**config.mk**
```make
export PLATFORM = sky130hd
export DESIGN_NAME = ps2_frame_receiver
export DESIGN_NICKNAME = d
export VERILOG_FILES = /design/src/rtl/ps2_pkg.sv /design/src/rtl/ps2_line_filter.sv /design/src/rtl/ps2_frame_receiver.sv
export SDC_FILE = /design/constraint.sdc
export NUM_CORES = 1
export LEC_CHECK = 0
export CORE_MARGIN = 2
export CORE_UTILIZATION = 42
export CTS_BUF_LIST = sky130_fd_sc_hd__clkbuf_8
export DETAILED_ROUTE_END_ITERATION = 16
export PLACE_DENSITY = 0.67
export SYNTH_ARGS = -nofsm -noshare
export SYNTH_HDL_FRONTEND = slang
export SYNTH_SLANG_ARGS = --single-unit
```
**constraint.sdc**
```tcl
create_clock -name clock -period 1.81 [get_ports clock]
set_input_delay 0.2715 -clock clock [delete_from_list [all_inputs] [get_ports clock]]
set_output_delay 0.2715 -clock clock [all_outputs]
set_load 0.02 [all_outputs]
```
**src/rtl/ps2_pkg.sv**
```systemverilog
// Shared types and frame constants for the PS/2 device-to-host receiver.
package ps2_pkg;

  typedef enum logic [1:0] {
    StIdle,
    StRecv,
    StCheck
  } ps2_state_e;

  localparam int unsigned PS2_FRAME_BITS = 11;
  localparam int unsigned PS2_PARITY_BIT = 9;
  localparam int unsigned PS2_STOP_BIT   = 10;

  // bits[i] holds frame bit i+1: data in [7:0], parity in [8], stop in [9].
  function automatic logic ps2_frame_ok(input logic [PS2_FRAME_BITS-2:0] bits);
    return bits[PS2_STOP_BIT-1] & (^bits[PS2_PARITY_BIT-1:0]);
  endfunction

endpackage

```
**src/rtl/ps2_line_filter.sv**
```systemverilog
// 2-FF synchroniser followed by a stability filter for one idle-high PS/2 line.
module ps2_line_filter #(
  parameter int unsigned filter_depth = 8
) (
  input  logic clk_i,
  input  logic rst_i,
  input  logic line_i,
  output logic filt_o
);

  localparam logic [3:0] LastCnt = 4'(filter_depth - 1);

  logic [1:0] sync_q;
  logic [3:0] cnt_q, cnt_d;
  logic       filt_q, filt_d;

  // Count consecutive samples that disagree with the filtered level; flip on the last one.
  always_comb begin
    cnt_d  = cnt_q;
    filt_d = filt_q;
    if (sync_q[1] == filt_q) begin
      cnt_d = '0;
    end else if (cnt_q == LastCnt) begin
      filt_d = sync_q[1];
      cnt_d  = '0;
    end else begin
      cnt_d = cnt_q + 4'd1;
    end
  end

  // Synchroniser and filter state; the line idles high so everything resets to 1.
  always_ff @(posedge clk_i or posedge rst_i) begin
    if (rst_i) begin
      sync_q <= 2'b11;
      cnt_q  <= '0;
      filt_q <= 1'b1;
    end else begin
      sync_q <= {sync_q[0], line_i};
      cnt_q  <= cnt_d;
      filt_q <= filt_d;
    end
  end

  assign filt_o = filt_q;

endmodule

```
**src/rtl/ps2_frame_receiver.sv**
```systemverilog
// PS/2 device-to-host frame receiver: conditions the lines, frames 11-bit packets,
// checks start/parity/stop and reports each byte or error as a one-cycle pulse.
module ps2_frame_receiver
  import ps2_pkg::*;
#(
  parameter logic [15:0] over_time    = 16'd1000,
  parameter int unsigned filter_depth = 8
) (
  input  logic       clock,
  input  logic       reset,
  input  logic       peripheral_clock,
  input  logic       device_clock,
  input  logic       device_data,
  output logic [7:0] register,
  output logic       recieved_flag,
  output logic       error_flag
);

  logic       dclk_filt, ddat_filt;
  logic       dclk_prev_q;
  logic [1:0] pclk_sync_q;
  logic       pclk_prev_q;
  logic       strobe, tick;

  ps2_state_e                  state_q;
  logic [3:0]                  bit_cnt_q;
  logic [PS2_FRAME_BITS-2:0]   shift_q;
  logic [PS2_FRAME_BITS-2:0]   frame;
  logic [15:0]                 tmo_q;

  ps2_line_filter #(
    .filter_depth(filter_depth)
  ) u_clk_filter (
    .clk_i (clock),
    .rst_i (reset),
    .line_i(device_clock),
    .filt_o(dclk_filt)
  );

  ps2_line_filter #(
    .filter_depth(filter_depth)
  ) u_data_filter (
    .clk_i (clock),
    .rst_i (reset),
    .line_i(device_data),
    .filt_o(ddat_filt)
  );

  // Edge registers for the filtered device clock and synchronised peripheral timebase.
  always_ff @(posedge clock or posedge reset) begin
    if (reset) begin
      dclk_prev_q <= 1'b1;
      pclk_sync_q <= 2'b00;
      pclk_prev_q <= 1'b0;
    end else begin
      dclk_prev_q <= dclk_filt;
      pclk_sync_q <= {pclk_sync_q[0], peripheral_clock};
      pclk_prev_q <= pclk_sync_q[1];
    end
  end

  assign strobe = dclk_prev_q & ~dclk_filt;
  assign tick   = pclk_sync_q[1] & ~pclk_prev_q;

  // Completed frame as it will look once the stop bit currently on the line is shifted in.
  assign frame = {ddat_filt, shift_q[PS2_FRAME_BITS-2:1]};

  // Framing FSM with bit counter, shift register, timeout and registered outputs.
  // The verdict is registered on the stop-bit strobe so the flags are high during StCheck.
  always_ff @(posedge clock or posedge reset) begin
    if (reset) begin
      state_q       <= StIdle;
      bit_cnt_q     <= '0;
      shift_q       <= '0;
      tmo_q         <= '0;
      register      <= 8'h00;
      recieved_flag <= 1'b0;
      error_flag    <= 1'b0;
    end else begin
      recieved_flag <= 1'b0;
      error_flag    <= 1'b0;
      case (state_q)
        StIdle: begin
          tmo_q <= '0;
          // A strobe with data high is not a start bit and is silently ignored.
          if (strobe && !ddat_filt) begin
            state_q   <= StRecv;
            bit_cnt_q <= 4'd1;
          end
        end
        StRecv: begin
          if (strobe) begin
            // A strobe beats a coincident timeout.
            tmo_q   <= '0;
            shift_q <= frame;
            if (bit_cnt_q == 4'(PS2_STOP_BIT)) begin
              state_q <= StCheck;
              if (ps2_frame_ok(frame)) begin
                register      <= frame[7:0];
                recieved_flag <= 1'b1;
              end else begin
                error_flag <= 1'b1;
              end
            end else begin
              bit_cnt_q <= bit_cnt_q + 4'd1;
            end
          end else if (tmo_q == over_time) begin
            error_flag <= 1'b1;
            tmo_q      <= '0;
            state_q    <= StIdle;
          end else if (tick) begin
            tmo_q <= tmo_q + 16'd1;
          end
        end
        StCheck: begin
          tmo_q   <= '0;
          state_q <= StIdle;
        end
        default: begin
          tmo_q   <= '0;
          state_q <= StIdle;
        end
      endcase
    end
  end

endmodule

```
==> qor.tcl <==
set qor(outcome) {finished clean}
set qor(grt.overflow.total) 0
set qor(drtAntennaViolNets) 0
set qor(synth_compound_area_share_pct) 3.23
set qor(power.density_cell_area_nw_per_um2) 1160
set qor(layout-drive-gt1-share_pct) 26.7
set qor(drt_wl_total_um) 4400
set qor(timing.final.ws_setup_ns) 0.0153
set qor(worst_hold_path_type) {in2async}
set qor(clk_pin_slew_ns) 0.07
set qor(timing_max_transition_violations_final) 0
set qor(final.min_clock_period_ns) 1.79
set qor(drt-wirelength-per-cell_um) 13.0
set qor(seq_area_frac_synth_pct) 56.4
set qor(insertedDiodeCount) 0
set qor(fin_skew_ns) 0.00928
set qor(grt_util_all_layers_pct) 14.4
set qor(crit_path_start_kind) {flip-flop}
set qor(fraction_of_synthesized_cell_area_taken_by_the_top_area_cell_type_pct) 49.5
set qor(largest_net_degree_at_the_start_of_global_routing) 60
set qor(crit_arrival_ns) 2.02
set qor(synth-seq-cells) 59
set qor(pre_antenna_drt_iters) 4
set qor(netlist_area_um2) 2630
set qor(num_vias) 1717
set qor(whs_ns) 0.299
set qor(type_of_destination_of_the_critical_path) {flip-flop}
set qor(layout.core_utilization_pct) 54.7
set qor(fmaxAchievable_mhz) 557
set qor(timing.reg2reg.setup_slack_ns) 0.02
set qor(dominantRegCellSynth) {dfrtp_1}
set qor(ctsLongestPathBuffers) 2
set qor(netlist_top_cells_area) {dfrtp_1 49%, mux2_2 9.4%, dfstp_2 7.0%, xnor2_1 5.0%, nor2_1 3.3%}
set qor(floorplan.die.width_um) 83.2
set qor(async_flop_share_pct) 100
set qor(synth_cells) 217
set qor(final-hold-violation-count) 0
set qor(cts-hold-fix-buffers) 0
set qor(clock-sinks) 59
set qor(place.detailed.hpwl_um) 2960
set qor(dp_cells) 319
set qor(cp-startpoint) {shift_q[2]}
set qor(start_util_pct) 43.9
set qor(boundary_pins) 15
set qor(fp.coreArea_um2) 5990
set qor(synth_simple_gate_area_share_pct) 16.5
set qor(syn-mean-instance-area_um2) 12.1
set qor(post_drt_via_cell_ratio) 5.09
set qor(critPathKind) {reg2reg}
set qor(synth.largest_area_cell) {dfrtp_1}
set qor(timing_worst_slew_pin_value_ns) 0.354
set qor(required_ns) 2.04
set qor(dp_worst_setup_slack_ns) -0.0537
set qor(place_congestion) 0.776
set qor(min_period_over_period_pct) 99.2
set qor(synth_fa_ha_area_share_pct) 2.85
set qor(yosysWarningCount) 0
set qor(numPortBuffers) 14
set qor(synth_common_cells) {52 x dfrtp_1, 23 x nor2_1, 22 x mux2_2}
set qor(number_of_antenna_violations_at_the_first_check_in_global_routing) 0
set qor(clk-insertion-delay-late_ns) 0.34
set qor(critPathMaxFanout) 8
set qor(placement_rows) 28
set qor(die-area_um2) 6910
set qor(max_cap_viol_count) 0
set qor(synth_enable_flop_cells) 0
set qor(clock_tree.htree_level_count) 3
set qor(timing.rr.start) {shift_q[2]}
set qor(grt_setup_unrepaired) {true}
set qor(drtIter0Drc) 41
set qor(max-vdd-ir-drop_uv) 783
set qor(fin_nets) 268
set qor(synth_xor_xnor_area_share_pct) 9.65
set qor(drc) 0
set qor(synthToLayoutAreaGrowth_pct) 24.5
set qor(global_route_wire_length_before_repair_um) 7830
set qor(fin_cells) 337
set qor(synth.mux.area_fraction_pct) 9.99
set qor(die_h_um) 83.2
set qor(tritoncts) {built}
set qor(final.setup.tns_ns) 0
set qor(clock_root_buffer_master) {clkbuf_8}
set qor(combinational_family_with_the_most_area_after_synthesis) {simple AND/OR/NAND/NOR gates}
set qor(cts_buf_count) 9
set qor(yosysUniqueCellTypes) 35
set qor(via_count_of_the_first_global_routing_pass) 1705
set qor(post-synth-top-count-cell) {dfrtp_1}
set qor(report.final.setup_viol) 0
set qor(power_leakage_nw) 1.48
set qor(max-slew-margin-rel_pct) 76.2
set qor(synthesis.nets) 228
-- what timing repair did --
action	CTS	global route
hold endpoints to repair	0	0
pin swaps	0	2
gates resized for setup	1	3
buffers inserted	0	2
endpoints found under the setup margin	8	12
cloned	0	0
-- worst paths after layout --
path,to,depth (start not counted)
setup reg to reg,register[6],4
max in group asynchronous,u_clk_filter.sync_q[1],3
setup / recovery,register[6],4
hold reg to reg,pclk_sync_q[1],0
min in group clock,u_data_filter.sync_q[0],1
hold / removal,tmo_q[13],3
-- layout make-up --
| class | count | area (µm²) |
|---|---|---|
| Clock inverter | 6 | 104 |
| Fill cell | 497 | 2710 |
| Timing Repair Buffer | 33 | 295 |
| Clock buffer | 10 | 138 |
| Inverter | 5 | 18.8 |
| Sequential cell | 59 | 1490 |
| Multi-Input combinational cell | 149 | 1140 |
| Tap cell | 75 | 93.8 |
-- cells in the final DEF, fill, tap and decap left out, types with 3 or more instances in the layout --
cell             instances
nand3_1                  8
nand4b_1                 4
a21oi_1                  7
clkdlybuf4s50_1         14
nor3_1                   7
or3_1                    3
mux2_2                  22
nand2_1                 10
inv_1                    5
clkbuf_8                10
nand4_1                  6
dfrtp_1                 52
nor2_1                  23
o21ai_0                  5
xnor2_1                 14
ha_1                     6
dfstp_2                  7
bufinv_16                3
nor2b_1                  5
xor2_1                   6
buf_4                   18
-- per-stage QoR --
stage | power [mW] | cell area [µm²]
CTS | 3.83 | 3250
finish | 3.79 | 3280
floorplan | 2.10 | 2630
global placement | 2.31 | 3000
global route | 4.01 | 3280
detailed placement | 2.33 | 3000
-- registers in the layout, summed over array words and instances (netlist names) --
| register | count |
|---|---|
| tmo_q | 16 |
| u_data_filter.cnt_q | 4 |
| bit_cnt_q | 4 |
| register | 8 |
| pclk_prev_q | 1 |
| u_clk_filter.sync_q | 2 |
| u_clk_filter.filt_o | 1 |
| error_flag | 1 |
| u_data_filter.sync_q | 2 |
| u_clk_filter.cnt_q | 4 |
| pclk_sync_q | 2 |
| recieved_flag | 1 |
| shift_q | 9 |
| u_data_filter.filt_o | 1 |
| dclk_prev_q | 1 |
| state_q | 2 |
-- worst max-delay path: stages, from the launching register on --
cell and delay (ns):
dfrtp_1 0.40, xor2_1 0.16, xnor3_2 0.45, mux2_4 0.38
mux2_2 0.29
-- report_power, final --
part | leakage (nW) | internal, mW | switching [mW]
clock | 0.127 | 0.942 | 0.502
sequential | 0.781 | 1.49 | 0.140
combinational | 0.574 | 0.367 | 0.347
-- cells by family (layout without fill, tap and decap cells) --
logic type,Yosys count,count (layout)
compound gates,15,15
xor+xnor,24,24
fa+ha+maj,6,6
buf+inv,9,54
flops,59,59
mux,23,23
simple gates,81,81
-- routing by layer --
layer	wire [µm]	part of all wire (%)	vias up	global-route usage [%]
li1	-	-	843	-
met1	2120	48	844	18.1
met2	2020	46	19	21.8
met3	166	3.8	11	4.77
met4	90	2.0	0	8.05
met5	0	0	-	0
No activity file was read; power rests on OpenSTA's default activity.
